--- config.mk ---
export PLATFORM = sky130hd
export DESIGN_NAME = flex_stp_framer
export DESIGN_NICKNAME = d
export VERILOG_FILES = /design/src/rtl/flex_stp_framer.sv
export SDC_FILE = /design/constraint.sdc
export NUM_CORES = 1
export LEC_CHECK = 0
export ABC_AREA = 0
export ABC_CLOCK_PERIOD_IN_PS = 1560
export CORE_ASPECT_RATIO = 1.1
export CORE_UTILIZATION = 41
export CTS_CLUSTER_SIZE = 12
export DETAILED_ROUTE_END_ITERATION = 7
export HOLD_SLACK_MARGIN = 0.1
export PLACE_DENSITY_LB_ADDON = 0.3
export SLEW_MARGIN = 20
export SYNTH_ARGS = -nofsm -noshare
export SYNTH_HDL_FRONTEND = slang
export SYNTH_SLANG_ARGS = --single-unit
--- constraint.sdc ---
create_clock -name clk -period 1.56 [get_ports clk]
set_clock_uncertainty 0.05 [all_clocks]
set_input_delay 0.468 -clock clk [delete_from_list [all_inputs] [get_ports clk]]
set_output_delay 0.468 -clock clk [all_outputs]
set_load 0.1 [all_outputs]
--- src/rtl/flex_stp_framer.sv ---
// flex_stp_framer: serial-to-parallel framer with held word, valid/ready handshake and overrun flag (optional STP_PARITY_EN adds a trailing even-parity bit and parity_err)
module flex_stp_framer #(
  parameter int NUM_BITS   = 8,
  parameter int SHIFT_MSB  = 1,
  parameter int RESET_ONES = 1
) (
  input  logic                          clk,
  input  logic                          n_rst,
  input  logic                          clear,
  input  logic                          serial_in,
  input  logic                          shift_enable,
  output logic [NUM_BITS-1:0]           parallel_out,
  output logic [$clog2(NUM_BITS+1)-1:0] bit_count,
  output logic [NUM_BITS-1:0]           word_data,
  output logic                          word_valid,
  input  logic                          word_ready,
  output logic                          overrun
`ifdef STP_PARITY_EN
  , output logic                        parity_err
`endif
);
  localparam int CW = $clog2(NUM_BITS+1);
  localparam logic [NUM_BITS-1:0] RST_VAL = RESET_ONES != 0 ? '1 : '0;
`ifdef STP_PARITY_EN
  localparam logic [CW-1:0] LAST = CW'(NUM_BITS);
`else
  localparam logic [CW-1:0] LAST = CW'(NUM_BITS-1);
`endif
  logic [NUM_BITS-1:0] sr_next, cap;
  logic last, done, free, do_shift;
  // next shift value, frame-completion and holding-register availability
  always_comb begin
    sr_next  = SHIFT_MSB != 0 ? {parallel_out[NUM_BITS-2:0], serial_in} : {serial_in, parallel_out[NUM_BITS-1:1]};
    last     = bit_count == LAST;
    done     = shift_enable & last;
    free     = ~word_valid | word_ready;
`ifdef STP_PARITY_EN
    do_shift = shift_enable & ~last;
    cap      = parallel_out;
`else
    do_shift = shift_enable;
    cap      = sr_next;
`endif
  end
  // shift register, bit counter, holding register and sticky overrun
  always_ff @(posedge clk or negedge n_rst) begin
    if (!n_rst) begin
      parallel_out <= RST_VAL;
      bit_count    <= '0;
      word_data    <= '0;
      word_valid   <= 1'b0;
      overrun      <= 1'b0;
`ifdef STP_PARITY_EN
      parity_err   <= 1'b0;
`endif
    end else if (clear) begin
      parallel_out <= RST_VAL;
      bit_count    <= '0;
      word_valid   <= 1'b0;
      overrun      <= 1'b0;
`ifdef STP_PARITY_EN
      parity_err   <= 1'b0;
`endif
    end else begin
      if (do_shift) parallel_out <= sr_next;
      if (shift_enable) bit_count <= last ? '0 : bit_count + CW'(1);
      if (done && free) begin
        word_data  <= cap;
        word_valid <= 1'b1;
`ifdef STP_PARITY_EN
        parity_err <= (^parallel_out) ^ serial_in;
`endif
      end else begin
        if (word_valid && word_ready) word_valid <= 1'b0;
        if (done) overrun <= 1'b1;
      end
    end
  end
endmodule

==> impl_metrics.csv <==
group,metric,value,unit
status,status,"complete, but fails checks",
status,violations,"negative setup slack",
setup_path,path_cells,"buf_6 -> buf_12",
global_routing,grtUsageTotal,22.3,%
floorplan,rows,17,
yosys,ys_top_cells_by_area,"dfrtp_1 37%, dfstp_2 22%, mux2_2 9.6%, a211o_1 7.4%, nor2b_1 5.3%",
timing,timing.final.ws_setup,-89.9,ps
yosys,yosys.area.top_type,"dfrtp_1",
global_routing,grt_max_degree,23,
yosys,synthAdderAreaFrac,1.33,%
setup_path,startpoint_type,"flop",
place,place.gp.congestion,0.637,
timing,hold_slack,421,ps
clock_tree,htree_levels,1,
timing,maxSlewHeadroom,81.9,%
place,placed_cell_area,0.00157,sq mm
floorplan,core-area,0.00208,sq mm
detailed_routing,antenna_left,0,
setup_path,reg2regPathDepth,5,
timing,rsz0062_at_grt,"yes",
setup_path,slowest_delay,520,ps
setup_path,critPathMaxFanout,2,
clock_tree,clockBufferDepth,2,
clock_tree,cts_tree,"done",
clock_tree,worstSkewPairLatency,320,ps
cells_and_area,fin_util,84.0,%
place,place_ws,-489,ps
yosys,synth-warning-count,0,
min_path,hold_class,"input pin to async pin",
clock_tree,cts_root_buffer,"clkbuf_4",
yosys,synth-seq-cells,22,
setup_path,end_kind,"output pin",
detailed_routing,first_iter_violations,7,
cells_and_area,area_delta_synth_final,85.8,%
yosys,synth_top_family_by_area,"simple AND/OR/NAND/NOR gates",
timing,tightest_slew,272,ps
cells_and_area,drive_gt1_share,61.9,%
floorplan,die_h,52.3,um
clock_tree,cts.sinks,22,
floorplan,die-area,0.00249,sq mm
detailed_routing,drc,0,
timing,clock.fmax,0.606,GHz
timing,fin_crit_sh,106,%
yosys,yosys.area_share.simple,16.1,%
detailed_routing,vias,752,
yosys,synth_xor_area_share,0.930,%
yosys,netlist_area,942,sq um
job,cap_violations,0,
floorplan,initial_core_util,45.2,%
yosys,synthMuxAreaShare,10.6,%
global_routing,antenna_found_initial,0,
detailed_routing,first_pass_iters,4,
place,portBuffers,27,
power_and_ir_drop,p_per_area,807,mW/mm^2
yosys,synth_compound_area_share,10.1,%
yosys,ys_types,20,
setup_path,path_class,"flop to output pin",
yosys,ys_seq_area_share,59.5,%
cells_and_area,fin_nets,126,
cells_and_area,antenna_cells,0,
yosys,synthCells,69,
clock_tree,hold_buffers,0,
global_routing,grt_pass1_wl,3790,um
timing,hold_viol,0,
cells_and_area,fin_area,0.00175,sq mm
place,dp_hpwl,1370,um
floorplan,ios,28,
timing,slew_viol_final,0,
yosys,synth.avg_cell_area,13.7,sq um
setup_path,crit_required,1040,ps
clock_tree,cts_made_buffers,3,
yosys,syn_nets,76,
setup_path,worstPathArrival,1130,ps
yosys,synth_top_area_share,37.2,%
timing,setup_viol,19,
clock_tree,clk_pin_slew,120,ps
detailed_routing,wire_per_inst,16.9,um
power_and_ir_drop,cellLeakagePower,0.000785,uW
global_routing,grt_overflow,0,
timing,min_period,1650,ps
detailed_routing,routed_wl,2470,um
global_routing,grt_pass1_vias,776,
floorplan,die_w,47.7,um
power_and_ir_drop,vdd_ir_drop_max,0.725,mV
detailed_routing,via_per_inst,5.15,
setup_path,cpMaxStageDelayCell,"dfrtp_4",
-- layout make-up --
type                    count  area, sq um
multi-input cells          44          418
well taps                  28         35.0
clock inverters             1         30.0
flip-flops and latches     22          572
repair buffers             48          673
fillers                   112          334
clock buffers               3         22.5
-- cells by family (layout without fill, tap and decap cells) --
logic type      after synthesis  count (layout)
flops                        22              22
simple gates                 21              21
compound gates               12              12
mux                           9               9
buf+inv                       3              52
fa+ha+maj                     1               1
xor+xnor                      1               1
-- through the flow --
step                setup TNS [ps]  instances  power (uW)
floorplan                    -2460         69         808
global placement             -5650        131         938
detailed placement           -6190        131         943
CTS                           -512        145        1410
global route                 -1070        146        1460
finish                        -592        146        1410
-- path summary, 6_finish.rpt --
path / startpoint / endpoint / slack [ps]
hold / removal: n_rst / bit_count[2]$_DFFE_PN0P_ / 420
min in group clk: word_ready / word_valid$_DFFE_PN0P_ / 500
max in group asynchronous: n_rst / parallel_out[7]$_DFFE_PN1P_ / 770
setup / recovery: bit_count[1]$_DFFE_PN0P_ / bit_count[1] / -90
setup reg to reg: bit_count[0]$_DFFE_PN0P_ / word_data[4]$_DFFE_PN0P_ / -20
hold reg to reg: overrun$_DFFE_PN0P_ / overrun$_DFFE_PN0P_ / 530
-- layout by cell type, fill, tap and decap left out, types with 2 or more instances in the layout --
cell             count
dfstp_2              8
buf_12              23
a211o_1              8
dlygate4sd2_1        2
buf_6                4
dfrtp_4              2
dfrtp_1              9
clkbuf_4             3
dfrtp_2              3
buf_4               16
nand2_1              2
clkdlybuf4s50_1      3
nor2b_1              8
mux2_4               8
nor2_1               3
a21oi_1              3
nand3b_1             2
-- routing by layer --
layer  up-vias  GRT usage, %  wire, um
met5         -             0         0
met4         0          6.94        27
met3         2          4.14        97
met2        20          39.0      1360
met1       386          26.8       982
li1        344             -         -
-- worst max-delay path: cells and delay by family, from the launching register on --
| family | cells | cell delay, ps |
|---|---|---|
| flip-flops | 1 | 520 |
| buffers and inverters | 2 | 280 |
-- registers in the layout, indices dropped and copies added, names as in the netlist --
register,count
parallel_out,8
word_data,8
bit_count,4
overrun,1
word_valid,1
-- cells in the mapped netlist --
library cell,instances
dfrtp_1,14
a211o_1,8
dfstp_2,8
mux2_2,8
nor2b_1,8
a21oi_1,3
nor2_1,3
buf_2,2
nand2_1,2
nand2b_1,2
nand3b_1,2
clkbuf_1,1
ha_1,1
mux2i_1,1
nand4_1,1
nand4b_4,1
nor3b_4,1
o21ba_2,1
or3_1,1
xor2_1,1
-- power by group --
part	internal (uW)	switching [uW]	total, uW
sequential	601	22.0	623
combinational	138	205	343
clock	260	186	446
total	1000	413	1410
-- what timing repair did --
item / CTS / global route
pin swaps: 3 / 0
endpoints found under the setup margin: 21 / 19
gates resized for setup: 15 / 0
buffers inserted: 11 / 1
(Power assumes the default switching activity.)
